`src/rtl/ppdu_encoder_ctrl.sv`:
```
// ppdu_encoder_ctrl: emits the SIGNAL word then a length-derived count of DATA words towards the encoder
module ppdu_encoder_ctrl #(
  parameter int WIDTH = 24
) (
  input  logic             aclk,
  input  logic             aresetn,
  input  logic [15:0]      s_cfg_tdata,
  input  logic             s_cfg_tvalid,
  output logic             s_cfg_tready,
  input  logic [WIDTH-1:0] s_axis_tdata,
  input  logic             s_axis_tvalid,
  output logic             s_axis_tready,
  output logic [WIDTH-1:0] m_axis_tdata,
  output logic [3:0]       m_axis_tuser,
  output logic             m_axis_tvalid,
  input  logic             m_axis_tready,
  output logic             m_axis_tlast,
  output logic             busy,
  output logic             err
);
  localparam logic [3:0] RATE_6M = 4'b1011;
  localparam logic [15:0] W16 = 16'(WIDTH);
  typedef enum logic [1:0] {IDLE, SIG, DATA} state_t;
  state_t state;
  logic [3:0] rate;
  logic [15:0] rem;
  logic [3:0] cfg_rate;
  logic [11:0] cfg_len;
  logic [WIDTH-1:0] sig_word;
  logic cfg_hs, up_hs, out_hs, last_word;
  assign cfg_rate = s_cfg_tdata[15:12];
  assign cfg_len = s_cfg_tdata[11:0];
  assign sig_word = {6'd0, ^{cfg_len, cfg_rate}, cfg_len, 1'b0, cfg_rate};
  assign cfg_hs = s_cfg_tvalid & s_cfg_tready;
  assign out_hs = m_axis_tvalid & m_axis_tready;
  assign up_hs = s_axis_tvalid & s_axis_tready;
  assign last_word = rem <= W16;
  // once the final word sits in the output register no further upstream word may enter
  assign s_axis_tready = (state == DATA) & ~m_axis_tlast & (m_axis_tready | ~m_axis_tvalid);
  always_ff @(posedge aclk or negedge aresetn) begin
    if (!aresetn) begin
      state <= IDLE;
      rate <= '0;
      rem <= '0;
      m_axis_tdata <= '0;
      m_axis_tuser <= '0;
      m_axis_tvalid <= 1'b0;
      m_axis_tlast <= 1'b0;
      s_cfg_tready <= 1'b1;
      busy <= 1'b0;
      err <= 1'b0;
    end else begin
      err <= cfg_hs & (cfg_len == 12'd0);
      case (state)
        IDLE: if (cfg_hs && cfg_len != 12'd0) begin
          rate <= cfg_rate;
          rem <= 16'd22 + {1'b0, cfg_len, 3'b000};
          m_axis_tdata <= sig_word;
          m_axis_tuser <= RATE_6M;
          m_axis_tlast <= 1'b0;
          m_axis_tvalid <= 1'b1;
          s_cfg_tready <= 1'b0;
          busy <= 1'b1;
          state <= SIG;
        end
        SIG: if (out_hs) begin
          m_axis_tvalid <= 1'b0;
          state <= DATA;
        end
        DATA: if (up_hs) begin
          m_axis_tdata <= s_axis_tdata;
          m_axis_tuser <= rate;
          m_axis_tlast <= last_word;
          m_axis_tvalid <= 1'b1;
          rem <= last_word ? 16'd0 : rem - W16;
        end else if (out_hs) begin
          m_axis_tvalid <= 1'b0;
          if (m_axis_tlast) begin
            m_axis_tlast <= 1'b0;
            s_cfg_tready <= 1'b1;
            busy <= 1'b0;
            state <= IDLE;
          end
        end
        default: state <= IDLE;
      endcase
    end
  end
endmodule

```
`config.mk`:
```
export PLATFORM = sky130hd
export DESIGN_NAME = ppdu_encoder_ctrl
export DESIGN_NICKNAME = d
export VERILOG_FILES = /design/src/rtl/ppdu_encoder_ctrl.sv
export SDC_FILE = /design/constraint.sdc
export NUM_CORES = 1
export LEC_CHECK = 0
export BUFFER_PORTS_ARGS = -buffer_cell sky130_fd_sc_hd__buf_2
export CORE_ASPECT_RATIO = 1.5
export CORE_UTILIZATION = 59
export CTS_BUF_LIST = sky130_fd_sc_hd__clkbuf_8
export DETAILED_ROUTE_END_ITERATION = 7
export PLACE_DENSITY = 0.87
export REMOVE_ABC_BUFFERS = 1
export SETUP_SLACK_MARGIN = 0.05
export SLEW_MARGIN = 20
export SYNTH_ARGS = -nofsm -noshare
export SYNTH_HDL_FRONTEND = slang
export SYNTH_SLANG_ARGS = --single-unit
```
`constraint.sdc`:
```
create_clock -name aclk -period 5.95 [get_ports aclk]
set_input_delay 1.19 -clock aclk [delete_from_list [all_inputs] [get_ports aclk]]
set_output_delay 1.19 -clock aclk [all_outputs]
set_load 0.005 [all_outputs]
```
==> flow_summary.ini, run 1 <==
[final_layout]
multi_input_area_um2 = 1660
antenna_cells = 0
synthToLayoutAreaGrowth_pct = 16.8
regArea_um2 = 1330
utilization = 0.713
fillers = 413
drive_above_1_share = 0.266
final_net_count = 445

[logic_synthesis]
synthCells = 310
async_reset_ff_frac = 1.00
yosysSeqAreaShare = 0.424
synth_edf_count = 0
syn_area_um2 = 3130
synth_top_flop_cell = dfrtp_1
synth_seq_cells = 53
yosys.cell_count.top_type = dfrtp_1
syn-mean-instance-area_um2 = 10.1
synth_area_leader_cell = dfrtp_1
synth_common_cells = dfrtp_1, nand2_1, inv_1, o21ai_1
netlist.area_leader.share = 0.416
yosys_warnings = 0
synth.area.top_cells = dfrtp_1, ha_1, mux2i_1, a22o_1, xnor2_1
ys_types = 57

[sta]
setup_ws_ps = 2580
finalMaxSlewViolations = 0
slew_headroom = 0.269
max_freq_ghz = 0.297
setup_viol = 0
hold_slack_ps = 479
worstMarginPinSlew_ps = 1100
period_share = 0.567
hold_violations = 0
setup-tns-final_ps = 0
finalCriticalPeriod_ps = 3370
rsz0062_at_grt = no
finClkSkew_ps = 6.34

[power]
p_clk_frac = 0.327
p_seq_frac = 0.534
power.internal_mw = 0.514
pwr_density_cell_nw_per_um2 = 191
vdd_drop_max_mv = 0.154
p_comb_frac = 0.139
leakage_nw = 1.65
switching_share = 0.264
switchingPower_mw = 0.184

[floorplan]
die_x_um = 61.5
rows = 32
dieHeight_um = 91.2
initial_core_util = 0.610
ioPinCount = 79
core_area_um2 = 5120
die_area_um2 = 5600

[setup_path]
reg2reg_to = rem[13]
end_kind = primary output
r2r-start = state[0]
critical_path.max_fanout = 47
rrSetupSlack_ps = 2700
cp.required_ps = 4760
crit_type = register to primary output
cp.arrival_ps = 2180
worst_setup_path_start_kind = register
worstRegToRegCells = 7

[placement]
place_ws_ps = 2390
port_buffers = 78
place.gp.congestion = 0.848
hpwl_um = 5510

[routing]
drt_iter0_drc = 183
first_pass_iters = 4
wl_um = 7790
dr_total_vias = 2723
wl_per_cell_um = 17.2
vias_per_cell = 6.02
ant_nets = 0
drc_errors = 0

[global_route]
overflow = 0
grtUsageTotal = 0.302
antenna_found_initial = 0
grt_max_degree = 54
grt_pass1_wl_um = 12400
grt_pass1_vias = 2745

[hold_path]
hp-class = register to register
whs_endpoint = s_cfg_tready
min-delay-start = s_cfg_tready
hold_path_depth = 2

[clock_tree]
hold_buffers = 0
cts_root_buffer = clkbuf_8
cts.repair.resized = 0
clock_latency_ps = 330
cts_max_level = 2
cts_buffers = 5
clk_pin_slew_ps = 100
cts.sink_count = 53
cts_tree = built
post_cts.repair.setup_buffers = 0
cts_buffer_depth = 2

[flow_run]
maxCapViolCount = 0

[outcome]
status = finished, final reports clean
==> through the flow <==
| stage | cell area (um2) | instances | power (mW) |
|---|---|---|---|
| global placement | 3540 | 444 | 0.471 |
| finish | 3650 | 452 | 0.698 |
| detailed placement | 3540 | 444 | 0.475 |
| floorplan | 3050 | 296 | 0.429 |
| CTS | 3640 | 452 | 0.697 |
| global route | 3650 | 452 | 0.722 |
==> power by group through the flow <==
stage / Clock, mW / Sequential (mW) / Combinational [mW]
detailed placement: 0 / 0.380 / 0.0946
CTS: 0.226 / 0.373 / 0.0976
finish: 0.228 / 0.373 / 0.0970
global placement: 0 / 0.380 / 0.0911
global route: 0.242 / 0.374 / 0.105
floorplan: 0 / 0.381 / 0.0474
==> critical path: stages (launching register included) <==
cell,delay [ps]
dfrtp_1,430
inv_1,100
ha_2,910
nor3b_1,270
buf_2,140
==> worst max path at each step <==
stage	to	cells past startpoint	startpoint
6_report	s_axis_tready	4	state[0]
5_1_grt	s_axis_tready	4	state[0]
4_1_cts	s_axis_tready	4	state[0]
3_5_place_dp	rem[7]	8	s_cfg_tdata[8]
3_3_place_gp	rem[8]	8	s_cfg_tdata[8]
2_1_floorplan	rem[13]	6	state[0]
==> cell type report <==
type	instances	share of cell area
Multi-Input combinational cell	223	0.454
Sequential cell	53	0.363
Clock inverter	2	0.00480
Clock buffer	6	0.0226
Inverter	20	0.0206
Timing Repair Buffer	80	0.111
Tap cell	68	0.0233
==> registers in the layout (all words and copies together), names as in the netlist <==
name and count:
s_cfg_tready 1, rate 4, rem 14, busy 1, m_axis_tdata 24, m_axis_tlast 1, err 1, m_axis_tvalid 1
state 2, m_axis_tuser 4
==> layout by cell type, fill, tap and decap left out, types with 3 or more instances in the layout <==
master    count
o22a_1        3
mux2i_1      16
a21oi_1       5
dfrtp_1      52
nand2_1      27
mux2_1        5
inv_1        20
o21ai_0      15
or3_1         6
a22o_1       17
nor3_1        5
o21ai_1      20
clkbuf_8      6
ha_1         16
o22ai_1       6
buf_2        78
nor2_1       13
o32ai_1       3
nand3_1       7
nand4_1       3
xnor2_1      15
==> logic make-up (layout without fill, tap and decap cells) <==
logic type,after synthesis,in the layout,share of synthesized area
DFF,53,53,0.424
muxes,22,22,0.0728
adders and majority gates,17,17,0.0680
buffers and inverters,34,108,0.0484
and+or+nand+nor,77,77,0.131
xor gates and xnor gates,17,17,0.0520
AOI/OAI and AO/OA,90,90,0.203
==> routing by layer <==
layer,vias to the layer above,GRT usage,share of wire
li1,1270,-,-
met1,1327,0.352,0.39
met2,96,0.501,0.53
met3,30,0.0584,0.043
met4,0,0.161,0.041
met5,-,0,0
Power figures use the tool's default switching activity.
==> inputs of run 2 (changes only) <==
Settings changed: ABC_AREA set to 1, CORE_UTILIZATION 59 to 50, PLACE_DENSITY 0.87 to 0.78.
Clock period 5.95 ns to 2.87 ns, I/O delays scaled along.
==> run 2 against run 1 <==
Compared with the run above:
- cell count rose by 32%
- core utilization decreased by 10 points
- final area is 3.9% higher
- critical path type is now primary input to register
- clock power up 100%
- combinational power rose by 87%
- via count up 14%
- clock skew up 0.69 ps
- sequential share of layout area decreased by 1.4 points
- worst hold slack worse by 230 ps
==> flow_summary.ini, run 2 <==
[outcome]
status = finished, final reports clean

[logic_synthesis]
ys_types = 26
synth.area.top_cells = dfrtp_1, nand2_1, ha_1, inv_1, o21ai_0
yosys_warnings = 0
synth_seq_cells = 53
synth_common_cells = nand2_1, dfrtp_1, inv_1, nor2_1, o21ai_0
synth_area_leader_cell = dfrtp_1
yosys.cell_count.top_type = nand2_1
async_reset_ff_frac = 1.00
syn-mean-instance-area_um2 = 7.30
synth_top_flop_cell = dfrtp_1
syn_area_um2 = 3250
netlist.area_leader.share = 0.400
synthCells = 445
yosysSeqAreaShare = 0.408
synth_edf_count = 0

[setup_path]
critical_path.max_fanout = 33
reg2reg_to = m_axis_tdata[16]
end_kind = register
worst_setup_path_start_kind = primary input
path_buf_inv = 3
slowest_delay_ps = 510
cp_common_cell = nand2_1
worstRegToRegCells = 10
critPathSlowestCell = inv_2
cp.required_ps = 3120
rrSetupSlack_ps = 640
r2r-start = state[0]
cp.arrival_ps = 2520
cp_cell_sequence = buf_2 -> inv_1 -> ha_1 -> nand2_1 -> nor2_1 -> nand2_1 -> nand2_1 -> nand2_1 -> nand3_2 -> inv_2 -> o211ai_1 -> nand2_1
critPathTopFamily = simple AND/OR/NAND/NOR gates
crit_type = primary input to register

[global_route]
grtUsageTotal = 0.253
antenna_found_initial = 0
overflow = 0
grt_pass1_wl_um = 13200
grt_pass1_vias = 3046
grt_max_degree = 42

[sta]
setup_ws_ps = 601
max_freq_ghz = 0.441
hold_slack_ps = 253
hold_violations = 0
period_share = 0.791
finalCriticalPeriod_ps = 2270
finalMaxSlewViolations = 0
setup-tns-final_ps = 0
rsz0062_at_grt = no
finClkSkew_ps = 7.03
setup_viol = 0
worstMarginPinSlew_ps = 587
slew_headroom = 0.608

[flow_run]
maxCapViolCount = 0

[power]
pwr_density_cell_nw_per_um2 = 368
finalPower_mw = 1.40
leakage_nw = 2.27
vdd_drop_max_mv = 0.226

[clock_tree]
cts_buffer_depth = 2
cts.repair.resized = 0
hold_buffers = 0
cts_max_level = 2
cts_buffers = 5
clk_pin_slew_ps = 100
cts_root_buffer = clkbuf_8
clock_latency_ps = 310
cts_tree = built
cts.sink_count = 53
post_cts.repair.setup_buffers = 0

[final_layout]
instances_no_fill = 597
antenna_cells = 0
design_area_um2 = 3790
synthToLayoutAreaGrowth_pct = 16.7
top_regs = m_axis_tdata x24, rem x14
mostFrequentLayoutCells = nand2_1, buf_2, dfrtp_1
drive_above_1_share = 0.184
final_net_count = 584
utilization = 0.610
largest-register = m_axis_tdata
largest_reg_flops = 24
final_common_cell = nand2_1

[routing]
wl_per_cell_um = 13.3
ant_nets = 0
drt_iter0_drc = 165
wl_um = 7930
drc_errors = 0
first_pass_iters = 4
vias_per_cell = 5.18
dr_total_vias = 3095

[floorplan]
die_x_um = 67.8
dieHeight_um = 101
rows = 35
core_area_um2 = 6220
ioPinCount = 79
initial_core_util = 0.523
die_area_um2 = 6830

[placement]
placed_cell_area_um2 = 3690
dp.cells = 589
port_buffers = 78
place_ws_ps = 288
hpwl_um = 6040
place.gp.congestion = 0.956

[hold_path]
hp-class = primary input to async pin
[run 2: changes by cell type after synthesis, sizes merged, moves of 5 or more]
cell / previous run / this run
buf: 13 / 8
o22ai: 7 / 2
inv: 20 / 51
mux2i: 16 / 0
nor2: 13 / 36
xnor2: 15 / 5
xor2: 1 / 9
mux2: 6 / 0
nand3: 7 / 21
or3: 6 / 0
a22o: 17 / 7
nand2: 28 / 164
o211ai: 0 / 14
[run 2: final cells by class]
cell class	instances	area, um2
Fill cell	591	2420
Multi-Input combinational cell	327	1650
Sequential cell	53	1330
Timing Repair Buffer	83	428
Inverter	52	195
Tap cell	74	92.6
Clock buffer	6	82.6
Clock inverter	2	17.5
[run 2: layer usage]
| layer | track usage | share of wire | vias to the layer above |
|---|---|---|---|
| met3 | 0.0328 | 0.034 | 15 |
| met2 | 0.442 | 0.52 | 78 |
| li1 | - | - | 1568 |
| met5 | 0 | 0 | - |
| met4 | 0.106 | 0.021 | 0 |
| met1 | 0.304 | 0.42 | 1434 |
[run 2: worst reg2reg max path, delay by kind of cell, from the launching register on]
| family | cells | cell delay, ps |
|---|---|---|
| AO/OA/AOI/OAI | 1 | 180 |
| adder cells (fa/ha/maj) | 1 | 160 |
| flip-flops | 1 | 420 |
| buffers and inverters | 2 | 610 |
| AND/OR/NAND/NOR | 6 | 800 |
[run 2: where the power goes]
part           total, mW  switching, mW  internal (mW)  leakage, nW
combinational      0.181          0.105         0.0760         1.52
clock              0.460          0.259          0.201       0.0518
sequential         0.755        0.00315          0.752        0.691
[run 2: logic make-up after synthesis]
group | synth area share
buf+inv | 0.0835
simple gates | 0.282
xor+xnor | 0.0377
flops | 0.408
compound gates | 0.123
fa+ha+maj | 0.0654
[run 2: how the worst max path moves through the flow]
stage	startpoint	endpoint	slack, ps	depth (start not counted)
CTS	s_cfg_tdata[6]	m_axis_tdata[1]	610	12
detailed placement	s_cfg_tdata[6]	m_axis_tdata[1]	290	12
floorplan	state[0]	m_axis_tdata[0]	-110	8
finish	s_cfg_tdata[6]	m_axis_tdata[16]	600	12
global placement	s_cfg_tdata[8]	m_axis_tdata[0]	350	12
global route	s_cfg_tdata[6]	m_axis_tdata[14]	360	12
==> inputs of run 3 (changes only) <==
Settings changed: ABC_AREA 1 to 0, PLACE_DENSITY 0.78 to 0.79.
Clock period 2.87 ns to 1.9 ns, I/O delays scaled along.
==> run 3 against run 2 <==
Compared with the run above:
- worst hold slack worse by 210 ps
- clock-buffer cell count stayed put
- critical path depth is 3 lower
- non-clock buffer count is 62 higher
- via count is 0.23% lower
- clock skew is 4.1 ps higher
- final area is 18% higher
- setup slack worse by 590 ps
- routed wire length is 21% higher
- sequential cell count stayed put
- critical endpoint is now rem[15]
- largest cell class unchanged
==> flow_summary.ini, run 3 (synthesized netlist as in run 1, its figures left out) <==
[sta]
finalCriticalPeriod_ps = 1890
period_share = 0.995
slew_headroom = 0.604
rsz0062_at_grt = yes
finalMaxSlewViolations = 0
worstMarginPinSlew_ps = 593
setup-tns-final_ps = 0
max_freq_ghz = 0.529
finClkSkew_ps = 11.2
hold_violations = 0
setup_viol = 0

[floorplan]
ioPinCount = 79
rows = 34
die_x_um = 66.6
die_area_um2 = 6580
initial_core_util = 0.529
core_area_um2 = 5910
dieHeight_um = 98.9

[clock_tree]
clock_latency_ps = 320
cts_root_buffer = clkbuf_8
cts_max_level = 2
clk_pin_slew_ps = 110
cts_tree = built
cts_buffer_depth = 2
hold_buffers = 0
cts_buffers = 5
cts.sink_count = 53

[global_route]
grt_pass1_wl_um = 14400
use_met1 = 0.337
antenna_found_initial = 0
overflow = 0
use_met3 = 0.0428
grt_max_degree = 31
grtUsageTotal = 0.288
use_met2 = 0.506
grt_pass1_vias = 3122
top_usage_layer = met2

[routing]
dr_total_vias = 3088
first_pass_iters = 5
vias_per_cell = 5.93
wl_um = 9610
wl_per_cell_um = 18.4
ant_nets = 0
drc_errors = 0
drt_iter0_drc = 161

[final_layout]
final_net_count = 510
drive_above_1_share = 0.425
largest_reg_flops = 24
design_area_um2 = 4480
synthToLayoutAreaGrowth_pct = 43.3
final_common_cell = buf_2
antenna_cells = 0
mostFrequentLayoutCells = buf_2, buf_4, dfrtp_1
top_regs = m_axis_tdata x24, rem x14
largest-register = m_axis_tdata

[power]
finalPower_mw = 2.24
leakage_nw = 2.07
vdd_drop_max_mv = 0.451
pwr_density_cell_nw_per_um2 = 500

[setup_path]
critical_path.max_fanout = 6
cp.arrival_ps = 2100
cp_cell_sequence = inv_2 -> ha_4 -> and3_4 -> a22o_4 -> a21oi_4 -> buf_12 -> buf_16 -> o311a_1 -> o21ai_1
cp.required_ps = 2110
path_buf_inv = 3
worstRegToRegCells = 9
cp.depth = 9
worst_setup_path_start_kind = register
crit_type = register to register
critPathSlowestCell = dfrtp_1
end_kind = register
critPathTopFamily = compound AO/OA/AOI/OAI gates
slowest_delay_ps = 400

[hold_path]
hp-class = primary input to async pin

[placement]
hpwl_um = 6180
place.gp.congestion = 0.855
port_buffers = 78
placed_cell_area_um2 = 3980

[outcome]
status = finished, final reports clean

[flow_run]
maxCapViolCount = 0
run 3: cell types whose count changed in the layout (fill, tap and decap cells not counted), sizes merged, moves of 8 or more:
cell    delta
a22o      +10
buf       +61
xnor2     +10
xor2       -8
mux2i     +16
inv       -31
nand2    -136
nor2      -23
o211ai    -14
nand3     -14
run 3: timing repair:
action                     in CTS  in global routing
gates cloned                    3                  0
resized for setup              14                 34
setup endpoints to repair      28                 30
buffers inserted                8                  4
pin swaps                       4                 10
run 3: worst paths after layout:
| path | from | endpoint | slack (ps) |
|---|---|---|---|
| max in group asynchronous | aresetn | rem[3] | 1270 |
| hold reg to reg | s_cfg_tready | s_cfg_tready | 480 |
| hold / removal | aresetn | m_axis_tdata[20] | 50 |
| setup reg to reg | state[1] | rem[15] | 10 |
| setup / recovery | state[1] | rem[15] | 10 |
| min in group aclk | s_axis_tdata[22] | m_axis_tdata[22] | 270 |
run 3: layer usage:
metal	up-vias	part of all wire
li1	1400	-
met1	1515	0.39
met2	133	0.52
met3	40	0.053
met4	0	0.041
met5	-	0
run 3: per-stage QoR:
step	instances	worst slack, ps	hold WS, ps	util
after global routing	521	-25.5	68.4	0.758
after floorplan	296	-1360	84.4	-
final	521	9.79	47.5	0.758
after detailed placement	498	-197	408	0.672
after global placement	498	-101	400	0.672
after CTS	517	37.6	56.4	0.727
run 3: report_power, final:
| group | leakage [nW] | total [mW] | switching, mW | internal [mW] |
|---|---|---|---|---|
| logic | 1.42 | 0.354 | 0.165 | 0.189 |
| clock network | 0.0478 | 0.715 | 0.414 | 0.301 |
| registers | 0.608 | 1.17 | 0.0177 | 1.16 |
run 3: layout make-up:
cell class / instances / area (um2)
multi-input cells: 223 / 1840
clock inverters: 2 / 16.3
well taps: 72 / 90.1
flip-flops and latches: 53 / 1330
clock buffers: 6 / 82.6
repair buffers: 145 / 1050
inverters: 20 / 75.1
fillers: 355 / 1430
